==> config.mk <==
export PLATFORM = sky130hd
export DESIGN_NAME = axi_lite_bus_bridge
export DESIGN_NICKNAME = d
export VERILOG_FILES = /design/src/rtl/axi_lite_bus_bridge.sv
export SDC_FILE = /design/constraint.sdc
export NUM_CORES = 1
export LEC_CHECK = 0
export CAP_MARGIN = 20
export CORE_MARGIN = 4
export CORE_UTILIZATION = 49
export CTS_CLUSTER_SIZE = 30
export DETAILED_ROUTE_END_ITERATION = 6
export GPL_TIMING_DRIVEN = 1
export HOLD_SLACK_MARGIN = 0.08
export PLACE_DENSITY = 0.81
export SETUP_SLACK_MARGIN = 0.02
export SLEW_MARGIN = 10
export SYNTH_ARGS = -nofsm -noshare
export SYNTH_HDL_FRONTEND = slang
export SYNTH_SLANG_ARGS = --single-unit
==> constraint.sdc <==
create_clock -name ACLK -period 2.85 [get_ports ACLK]
set_input_delay 0.4275 -clock ACLK [delete_from_list [all_inputs] [get_ports ACLK]]
set_output_delay 0.4275 -clock ACLK [all_outputs]
set_load 0.01 [all_outputs]
==> src/rtl/axi_lite_bus_bridge.sv <==
// AXI-Lite responder that turns every write or read transaction into exactly
// one strobed access on a simple native bus, one access outstanding at a time.
// Write address, write data and read address are captured into hold registers
// so that a read and a write arriving together can be served one after another.
module axi_lite_bus_bridge #(
  parameter int ADDRESS    = 32,
  parameter int DATA_WIDTH = 32,
  parameter int TIMEOUT    = 16
) (
  input  logic                    ACLK,
  input  logic                    ARESETN,
  input  logic                    AWVALID,
  output logic                    AWREADY,
  input  logic [ADDRESS-1:0]      AWADDR,
  input  logic                    WVALID,
  output logic                    WREADY,
  input  logic [DATA_WIDTH-1:0]   WDATA,
  input  logic [DATA_WIDTH/8-1:0] WSTRB,
  output logic                    BVALID,
  input  logic                    BREADY,
  output logic [1:0]              BRESP,
  input  logic                    ARVALID,
  output logic                    ARREADY,
  input  logic [ADDRESS-1:0]      ARADDR,
  output logic                    RVALID,
  input  logic                    RREADY,
  output logic [DATA_WIDTH-1:0]   RDATA,
  output logic [1:0]              RRESP,
  output logic [ADDRESS-1:0]      U_ADDR,
  output logic [DATA_WIDTH-1:0]   U_WDATA,
  output logic [DATA_WIDTH/8-1:0] U_WSTRB,
  output logic                    U_WE,
  output logic                    U_RE,
  input  logic [DATA_WIDTH-1:0]   U_RDATA,
  input  logic                    U_ACK,
  input  logic                    U_ERR
);

  localparam int STRB_W = DATA_WIDTH / 8;
  localparam int CNT_W  = $clog2(TIMEOUT + 1);

  typedef enum logic [2:0] {
    IDLE    = 3'd0,
    WR_ACC  = 3'd1,
    WR_RESP = 3'd2,
    RD_ACC  = 3'd3,
    RD_RESP = 3'd4
  } state_t;

  state_t r_state;
  state_t w_nextState;

  logic                    r_live;
  logic                    r_awHeld;
  logic                    r_wHeld;
  logic                    r_arHeld;
  logic                    r_lastWasRead;
  logic [ADDRESS-1:0]      r_awAddr;
  logic [ADDRESS-1:0]      r_arAddr;
  logic [ADDRESS-1:0]      r_uAddr;
  logic [DATA_WIDTH-1:0]   r_wData;
  logic [DATA_WIDTH-1:0]   r_uWdata;
  logic [DATA_WIDTH-1:0]   r_rData;
  logic [STRB_W-1:0]       r_wStrb;
  logic [STRB_W-1:0]       r_uWstrb;
  logic                    r_uWe;
  logic                    r_uRe;
  logic [1:0]              r_bResp;
  logic [1:0]              r_rResp;
  logic [CNT_W-1:0]        r_waitCnt;

  logic                    w_idle;
  logic                    w_awHs;
  logic                    w_wHs;
  logic                    w_arHs;
  logic                    w_bHs;
  logic                    w_wrPair;
  logic                    w_rdReq;
  logic                    w_grantWr;
  logic                    w_grantRd;
  logic                    w_inAcc;
  logic                    w_ackSeen;
  logic                    w_timeout;
  logic                    w_accDone;
  logic [1:0]              w_accResp;
  logic [ADDRESS-1:0]      w_wrAddr;
  logic [ADDRESS-1:0]      w_rdAddr;
  logic [DATA_WIDTH-1:0]   w_wrData;
  logic [STRB_W-1:0]       w_wrStrb;

  // r_live keeps all READY outputs low until the first clock after reset release
  assign w_idle  = (r_state == IDLE);
  assign AWREADY = r_live && w_idle && !r_awHeld;
  assign WREADY  = r_live && w_idle && !r_wHeld;
  assign ARREADY = r_live && w_idle && !r_awHeld && !r_wHeld && !r_arHeld;

  assign w_awHs = AWVALID && AWREADY;
  assign w_wHs  = WVALID && WREADY;
  assign w_arHs = ARVALID && ARREADY;
  assign w_bHs  = BVALID && BREADY;

  assign w_wrPair = (r_awHeld || w_awHs) && (r_wHeld || w_wHs);
  assign w_rdReq  = r_arHeld || w_arHs;

  assign w_wrAddr = r_awHeld ? r_awAddr : AWADDR;
  assign w_wrData = r_wHeld ? r_wData : WDATA;
  assign w_wrStrb = r_wHeld ? r_wStrb : WSTRB;
  assign w_rdAddr = r_arHeld ? r_arAddr : ARADDR;

  // The native ack is only honoured once the strobe cycle is over
  assign w_inAcc   = (r_state == WR_ACC) || (r_state == RD_ACC);
  assign w_ackSeen = w_inAcc && !r_uWe && !r_uRe && U_ACK;
  assign w_timeout = w_inAcc && !w_ackSeen && (r_waitCnt == CNT_W'(TIMEOUT - 1));
  assign w_accDone = w_ackSeen || w_timeout;
  assign w_accResp = (w_ackSeen && !U_ERR) ? 2'b00 : 2'b10;

  assign BVALID  = (r_state == WR_RESP);
  assign RVALID  = (r_state == RD_RESP);
  assign BRESP   = r_bResp;
  assign RRESP   = r_rResp;
  assign RDATA   = r_rData;
  assign U_ADDR  = r_uAddr;
  assign U_WDATA = r_uWdata;
  assign U_WSTRB = r_uWstrb;
  assign U_WE    = r_uWe;
  assign U_RE    = r_uRe;

  // State register
  always_ff @(posedge ACLK or negedge ARESETN) begin
    if (!ARESETN) begin
      r_state <= IDLE;
    end else begin
      r_state <= w_nextState;
    end
  end

  // Next-state logic and read/write arbitration (alternates on a collision)
  always_comb begin
    w_nextState = r_state;
    w_grantWr   = 1'b0;
    w_grantRd   = 1'b0;
    case (r_state)
      IDLE: begin
        if (w_wrPair && w_rdReq) begin
          w_grantWr = r_lastWasRead;
          w_grantRd = !r_lastWasRead;
        end else begin
          w_grantWr = w_wrPair;
          w_grantRd = w_rdReq;
        end
        if (w_grantWr) begin
          w_nextState = WR_ACC;
        end else if (w_grantRd) begin
          w_nextState = RD_ACC;
        end
      end
      WR_ACC:  if (w_accDone) w_nextState = WR_RESP;
      WR_RESP: if (BREADY)    w_nextState = IDLE;
      RD_ACC:  if (w_accDone) w_nextState = RD_RESP;
      RD_RESP: if (RREADY)    w_nextState = IDLE;
      default: w_nextState = IDLE;
    endcase
  end

  // Hold registers for the three AXI request channels
  always_ff @(posedge ACLK or negedge ARESETN) begin
    if (!ARESETN) begin
      r_live   <= 1'b0;
      r_awHeld <= 1'b0;
      r_wHeld  <= 1'b0;
      r_arHeld <= 1'b0;
      r_awAddr <= '0;
      r_wData  <= '0;
      r_wStrb  <= '0;
      r_arAddr <= '0;
    end else begin
      r_live <= 1'b1;
      if (w_bHs) begin
        r_awHeld <= 1'b0;
        r_wHeld  <= 1'b0;
      end else begin
        if (w_awHs) begin
          r_awHeld <= 1'b1;
          r_awAddr <= AWADDR;
        end
        if (w_wHs) begin
          r_wHeld <= 1'b1;
          r_wData <= WDATA;
          r_wStrb <= WSTRB;
        end
      end
      if (w_grantRd) begin
        r_arHeld <= 1'b0;
      end else if (w_arHs) begin
        r_arHeld <= 1'b1;
      end
      if (w_arHs) begin
        r_arAddr <= ARADDR;
      end
    end
  end

  // Native access launch: one-cycle strobes, stable payload, wait counter
  always_ff @(posedge ACLK or negedge ARESETN) begin
    if (!ARESETN) begin
      r_uWe         <= 1'b0;
      r_uRe         <= 1'b0;
      r_uAddr       <= '0;
      r_uWdata      <= '0;
      r_uWstrb      <= '0;
      r_waitCnt     <= '0;
      r_lastWasRead <= 1'b1;
    end else begin
      r_uWe <= w_grantWr;
      r_uRe <= w_grantRd;
      if (w_grantWr) begin
        r_uAddr       <= w_wrAddr;
        r_uWdata      <= w_wrData;
        r_uWstrb      <= w_wrStrb;
        r_waitCnt     <= '0;
        r_lastWasRead <= 1'b0;
      end else if (w_grantRd) begin
        r_uAddr       <= w_rdAddr;
        r_waitCnt     <= '0;
        r_lastWasRead <= 1'b1;
      end else if (w_inAcc && !w_accDone) begin
        r_waitCnt <= r_waitCnt + CNT_W'(1);
      end
    end
  end

  // Response capture at the end of an access (ack or timeout)
  always_ff @(posedge ACLK or negedge ARESETN) begin
    if (!ARESETN) begin
      r_bResp <= 2'b00;
      r_rResp <= 2'b00;
      r_rData <= '0;
    end else begin
      if ((r_state == WR_ACC) && w_accDone) begin
        r_bResp <= w_accResp;
      end
      if ((r_state == RD_ACC) && w_accDone) begin
        r_rResp <= w_accResp;
        r_rData <= w_ackSeen ? U_RDATA : '0;
      end
    end
  end

endmodule

==> results of run 1 <==
state kept, by name, indices dropped and copies added, names as in the netlist:
signal	flops
r_arAddr	32
r_waitCnt	5
r_state	3
r_wStrb	4
r_wHeld	1
r_arHeld	1
U_WSTRB	4
U_WDATA	32
RDATA	32
U_RE	1
U_ADDR	32
RRESP	1
r_live	1
U_WE	1
r_awAddr	32
r_lastWasRead	1
r_awHeld	1
BRESP	1
r_wData	32
cells by family (layout without fill, tap and decap cells):
| group | after synthesis | after routing | share of synthesized area, % |
|---|---|---|---|
| DFF | 217 | 217 | 57.57 |
| muxes | 201 | 201 | 22.87 |
| and+or+nand+nor | 159 | 159 | 7.135 |
| AOI/OAI and AO/OA | 119 | 119 | 8.540 |
| buffers and inverters | 71 | 329 | 3.262 |
| xor gates and xnor gates | 3 | 3 | 0.2785 |
| adders and majority gates | 2 | 2 | 0.2652 |
| other | 2 | 3 | 0.07959 |
worst reg2reg max path, delay by kind of cell (launching register included):
kind,cells,cell delay (ns)
compound gates,3,0.83
buf+inv,2,0.55
flops,1,0.54
simple gates,2,0.20
cell usage after synthesis (2+ instances only):
library cell and count:
a211oi_1 2, a221o_1 17, a222oi_1 15, a31oi_1 3, and2_1 2, buf_1 3
buf_2 27, buf_4 2, clkbuf_1 21, conb_1 2, dfrtp_1 216, ha_1 2
inv_1 17, mux2_2 117, mux2i_1 84, nand2_1 107, nor2_1 33, nor2b_1 4
nor3b_1 3, o21ai_0 50, o21ai_1 21, xor2_1 2
layout make-up:
class | instances | area [sq um] | share of cell area (%)
sequential | 217 | 5435 | 41.76
multi-input combinational | 487 | 3712 | 28.52
timing repair buffer | 268 | 2705 | 20.78
clock buffer | 38 | 714.4 | 5.489
tap | 260 | 325.3 | 2.500
inverter | 18 | 67.56 | 0.5191
clock inverter | 5 | 55.05 | 0.4230
worst paths after layout:
check | slack, ns | depth (start not counted) | endpoint | start
min reg2reg | 0.48 | 2 | RDATA[29] | RDATA[29]
min in group asynchronous | 0.49 | 2 | r_awAddr[17] | ARESETN
max reg2reg | 0.61 | 7 | U_ADDR[14] | r_state[0]
max in group asynchronous | 1.54 | 3 | RDATA[29] | ARESETN
max | 0.20 | 4 | ARREADY | r_state[0]
min | 0.47 | 3 | RDATA[2] | U_RDATA[2]
per-layer routing:
| layer | routed length (um) | track usage (%) | vias up |
|---|---|---|---|
| met4 | 384 | 4.327 | 2 |
| li1 | - | - | 3217 |
| met5 | 12 | 0 | - |
| met3 | 2078 | 7.927 | 41 |
| met2 | 11430 | 36.25 | 200 |
| met1 | 9241 | 25.50 | 3357 |
power groups by stage:
stage / Sequential, mW / Clock [mW] / Combinational, mW
CTS: 5.33 / 3.08 / 5.62
detailed placement: 5.35 / 0 / 5.57
finish: 5.33 / 2.99 / 5.53
global route: 5.50 / 3.20 / 6.03
floorplan: 5.44 / 0 / 3.01
global placement: 5.28 / 0 / 5.41
timing repair:
action                                 4_1_cts  5_1_grt
buffers inserted                             1        0
setup endpoints to repair                    1        0
hold buffers                                 1        0
endpoints found under the hold margin       68        0
metrics by stage:
step                setup slack [ns]  util (%)  area (sq um)
global route                 0.06308     69.12         13020
finish                        0.1954     69.12         13020
floorplan                     0.8405         -          9439
detailed placement            0.4227     64.94         12230
global placement              0.4559     64.94         12230
CTS                           0.1530     69.12         13020
==> impl_metrics.py, run 1 <==
metrics = {
    "status": {
        "run_status": "finished, final reports clean",
    },
    "job": {
        "drv_cap": 0,
    },
    "clock_tree": {
        "cts_max_level": 1,
        "cts.path.max_buffers": 3,
        "cts_sinks": 217,
        "cts_buffers": 24,
        "cts_resized": 0,
        "clockRootBuffer": "clkbuf_16",
        "tritoncts": "built",
        "clock_latency_ns": 0.51,
        "cts.reportedPaths.clkPinSlew_ns": 0.06,
    },
    "drt": {
        "wl_per_cell_um": 17.90,
        "vias": 6817,
        "ant_nets": 0,
        "wl_mm": 23.15,
        "viasPerCell": 5.272,
        "post-route-drc-count": 0,
        "dr.pass1.iters": 5,
        "initialDrtViolationCount": 315,
    },
    "setup_path": {
        "path_cells": "nor3_4 -> nand2_1 -> nor4_2 -> clkdlybuf4s50_1",
        "worst-path-buf-inv": 1,
        "crit_path_top_delay_cell": "clkdlybuf4s50_1",
        "cp-end-kind": "output pin",
        "criticalPathCategory": "flip-flop to output pin",
        "critPathMaxFanout": 10,
        "crit_arrival_ns": 2.23,
        "cpPeakStageDelay_ns": 0.64,
        "cp-start-kind": "flip-flop",
        "crit_required_ns": 2.42,
        "cp_top_family": "buffers and inverters",
    },
    "yosys": {
        "synthCells": 774,
        "synthArstFlopShare_pct": 100.0,
        "ys.flop_type": "dfrtp_1",
        "netlist_area_sq_mm": 0.009435,
        "ys_ff_latch": 217,
        "ys_types": 46,
        "syn_area_per_cell_sq_um": 12.19,
        "yosys_warnings": 0,
        "synth_top_area_share_pct": 57.29,
        "ys_seq_area_share_pct": 57.57,
        "synth_top_cell_by_area": "dfrtp_1",
        "synth_area_leaders": "dfrtp_1 57%, mux2_2 14%, mux2i_1 8.9%, nand2_1 4.3%, o21ai_0 2.7%",
        "synth-edff-count": 0,
    },
    "finish": {
        "area_growth_syn_to_layout_pct": 37.94,
        "fill_cells": 1377,
        "final_common_cell": "clkdlybuf4s50_1",
        "diodes": 0,
        "fin_cells": 1293,
        "drive_above_1_share_pct": 17.91,
        "final_cell_mix": "248 x clkdlybuf4s50_1, 213 x dfrtp_1, 117 x mux2_2",
        "num-nets-final": 1159,
    },
    "power_and_ir_drop": {
        "swShare_pct": 32.06,
        "leakage_nw": 5.651,
        "switchingPower_mw": 4.442,
        "combPwrFrac_pct": 39.9,
        "power_density_mw_per_mm2": 1065,
        "peakVddDrop_mv": 0.6070,
        "p_clk_share_pct": 21.6,
        "p_int_mw": 9.413,
        "total_power_mw": 13.86,
        "power_frac_seq_pct": 38.5,
    },
    "timing": {
        "min_period_ns": 2.655,
        "drv_slew": 0,
        "worst_slew_pin_slew_ns": 0.6332,
        "fin_crit_sh_pct": 93.14,
        "fmax_ghz": 0.3767,
        "setup-violations-final": 0,
        "rsz0062_at_grt": "no",
        "finClkSkew_ns": 0.01748,
        "totalNegativeSetupSlack_ns": 0,
        "hold_ws_ns": 0.4733,
        "slew_headroom_pct": 57.79,
        "hold_viol": 0,
    },
    "die": {
        "die_h_um": 146.8,
        "die-area_sq_mm": 0.02154,
        "num_rows": 50,
        "die_w_um": 146.8,
        "io_pins": 252,
        "core_sq_mm": 0.01883,
        "start_util_pct": 50.11,
    },
    "global_route": {
        "grt_usage_pct": 21.07,
        "grt.overflow.total": 0,
        "grt_max_degree": 72,
        "antenna_found_initial": 1,
        "grt_pass1_vias": 7131,
        "grt_pass1_wl_mm": 37.33,
    },
    "placed_design": {
        "portBuffers": 249,
        "hpwl_mm": 15.49,
        "dp_cells": 1248,
        "gp_congestion": 0.7663,
    },
    "hold_path": {
        "hp-class": "input pin to flip-flop",
    },
}
No activity file was read; power rests on OpenSTA's default activity.
==> run 2: changes to the inputs <==
--- a/config.mk
+++ b/config.mk
@@ -6,13 +6,13 @@
 export NUM_CORES = 1
 export LEC_CHECK = 0
 export CAP_MARGIN = 20
-export CORE_MARGIN = 4
-export CORE_UTILIZATION = 49
+export CORE_MARGIN = 5
+export CORE_UTILIZATION = 53
 export CTS_CLUSTER_SIZE = 30
 export DETAILED_ROUTE_END_ITERATION = 6
 export GPL_TIMING_DRIVEN = 1
 export HOLD_SLACK_MARGIN = 0.08
-export PLACE_DENSITY = 0.81
+export PLACE_DENSITY = 0.86
 export SETUP_SLACK_MARGIN = 0.02
 export SLEW_MARGIN = 10
 export SYNTH_ARGS = -nofsm -noshare
==> constraint.sdc (replaced) <==
create_clock -name ACLK -period 3.3 [get_ports ACLK]
set_input_delay 0.495 -clock ACLK [delete_from_list [all_inputs] [get_ports ACLK]]
set_output_delay 0.495 -clock ACLK [all_outputs]
set_load 0.01 [all_outputs]
==> run 2 against run 1 <==
Net effect:
- worst setup slack improved by 0.23 ns
- critical path depth did not move
- cell area fell by 1.5%
- total power fell by 15%
- clock skew fell by 0.0029 ns
- clock power fell by 22%
- routed wire length rose by 3.4%
- combinational power fell by 16%
- register-to-register slack improved by 0.30 ns
- largest cell class unchanged
==> impl_metrics.py, run 2 (synthesis results as in run 1) <==
metrics = {
    "drt": {
        "ant_nets": 0,
        "initialDrtViolationCount": 335,
        "post-route-drc-count": 0,
        "dr.pass1.iters": 5,
        "vias": 6899,
        "wl_per_cell_um": 19.13,
        "viasPerCell": 5.510,
        "wl_mm": 23.95,
    },
    "timing": {
        "drv_slew": 0,
        "finClkSkew_ns": 0.01454,
        "worst_slew_pin_slew_ns": 0.7222,
        "fin_crit_sh_pct": 87.26,
        "slew_headroom_pct": 51.85,
        "rsz0062_at_grt": "no",
        "min_period_ns": 2.879,
        "setup-violations-final": 0,
        "hold_ws_ns": 0.4780,
        "totalNegativeSetupSlack_ns": 0,
        "fmax_ghz": 0.3473,
        "hold_viol": 0,
    },
    "hold_path": {
        "hp-class": "flip-flop to flip-flop",
        "min_path_cells": 2,
        "min_to": "U_WSTRB[2]",
        "min_from": "U_WSTRB[2]",
    },
    "power_and_ir_drop": {
        "total_power_mw": 11.71,
        "peakVddDrop_mv": 0.5928,
        "power_density_mw_per_mm2": 913.6,
        "leakage_nw": 5.594,
    },
    "clock_tree": {
        "cts_buffers": 23,
        "cts.reportedPaths.clkPinSlew_ns": 0.06,
        "tritoncts": "built",
        "clockRootBuffer": "clkbuf_16",
        "cts_max_level": 1,
        "cts_sinks": 217,
        "cts.path.max_buffers": 3,
        "cts_resized": 0,
        "clock_latency_ns": 0.50,
    },
    "setup_path": {
        "crit_arrival_ns": 2.38,
        "r2r-start": "r_state[0]",
        "criticalPathCategory": "flip-flop to output pin",
        "cp-end-kind": "output pin",
        "crit_required_ns": 2.80,
        "cp-start-kind": "flip-flop",
        "reg2reg_depth": 6,
        "timing.rr.end": "U_WDATA[13]",
        "critPathMaxFanout": 10,
        "r2r_slack_ns": 0.91,
    },
    "finish": {
        "drive_above_1_share_pct": 17.92,
        "area_growth_syn_to_layout_pct": 35.88,
        "postLayoutCoreUtil_pct": 73.87,
        "final_area_sq_mm": 0.01282,
        "num-nets-final": 1158,
        "final_common_cell": "clkdlybuf4s50_1",
        "diodes": 0,
        "final_cell_mix": "248 x clkdlybuf4s50_1, 213 x dfrtp_1, 117 x mux2_2",
    },
    "placed_design": {
        "portBuffers": 249,
        "dpl_cell_area_sq_mm": 0.01214,
        "gp_congestion": 0.7774,
        "hpwl_mm": 16.44,
    },
    "global_route": {
        "grt_usage_pct": 23.38,
        "grt_max_degree": 94,
        "grt.overflow.total": 0,
        "grt_pass1_wl_mm": 38.56,
        "grt_pass1_vias": 7321,
        "antenna_found_initial": 1,
    },
    "status": {
        "run_status": "finished, final reports clean",
    },
    "die": {
        "die_w_um": 143.4,
        "core_sq_mm": 0.01736,
        "start_util_pct": 54.36,
        "num_rows": 48,
        "die-area_sq_mm": 0.02057,
        "io_pins": 252,
        "die_h_um": 143.4,
    },
    "job": {
        "drv_cap": 0,
    },
}
## run 2: cell types whose count changed in the layout (fill, tap and decap cells not counted)
cell	before	now
clkbuf_8	4	3
clkbuf_1	9	4
clkbuf_16	25	23
clkinv_2	2	6
clkinvlp_4	2	1
buf_4	13	17
buf_12	5	1
bufinv_16	1	0
## run 2: worst max path at each step
stage,from,endpoint,slack (ns),depth (start not counted)
2_1_floorplan,r_waitCnt[0],r_state[2],1.29,7
3_3_place_gp,ARVALID,U_WDATA[12],0.77,7
3_5_place_dp,ARVALID,U_ADDR[21],0.69,7
4_1_cts,r_state[0],ARREADY,0.41,4
5_1_grt,r_state[0],ARREADY,0.27,4
6_report,r_state[0],ARREADY,0.42,4
## run 2: what timing repair did
| item | in CTS | in global routing |
|---|---|---|
| setup endpoints to repair | 0 | 0 |
| hold buffers | 1 | 0 |
| buffers inserted | 0 | 0 |
| hold endpoints to repair | 80 | 0 |
## run 2: cell type report
cell class,instances,area (sq um)
flip-flops and latches,217,5435
fillers,1198,4536
multi-input cells,487,3712
repair buffers,268,2655
clock buffers,30,631.9
well taps,225,281.5
inverters,18,67.56
clock inverters,7,37.54
## run 2: power breakdown
part	switching (mW)	internal, mW	leakage [nW]
logic	2.04	2.62	2.56
registers	0.815	3.90	2.70
clock network	0.998	1.34	0.333
## run 2: worst max-delay path, cell delays in order (launching register included)
cell	delay, ns
dfrtp_1	0.52
nor3_4	0.36
nand2_1	0.15
nor4_2	0.23
clkdlybuf4s50_1	0.64
## run 2: layer usage
layer / routed length, um / vias up / GRT usage [%]
li1: - / 3208 / -
met1: 9378 / 3387 / 30.11
met2: 11810 / 260 / 39.50
met3: 2322 / 42 / 6.822
met4: 424 / 2 / 5.401
met5: 13 / - / 0
## run 2: through the flow
| step | worst slack [ns] | std cells |
|---|---|---|
| 6_report | 0.4206 | 1252 |
| 5_1_grt | 0.2652 | 1252 |
| 4_1_cts | 0.4114 | 1252 |
| 3_5_place_dp | 0.6929 | 1214 |
| 3_3_place_gp | 0.7730 | 1214 |
| 2_1_floorplan | 1.291 | 775 |
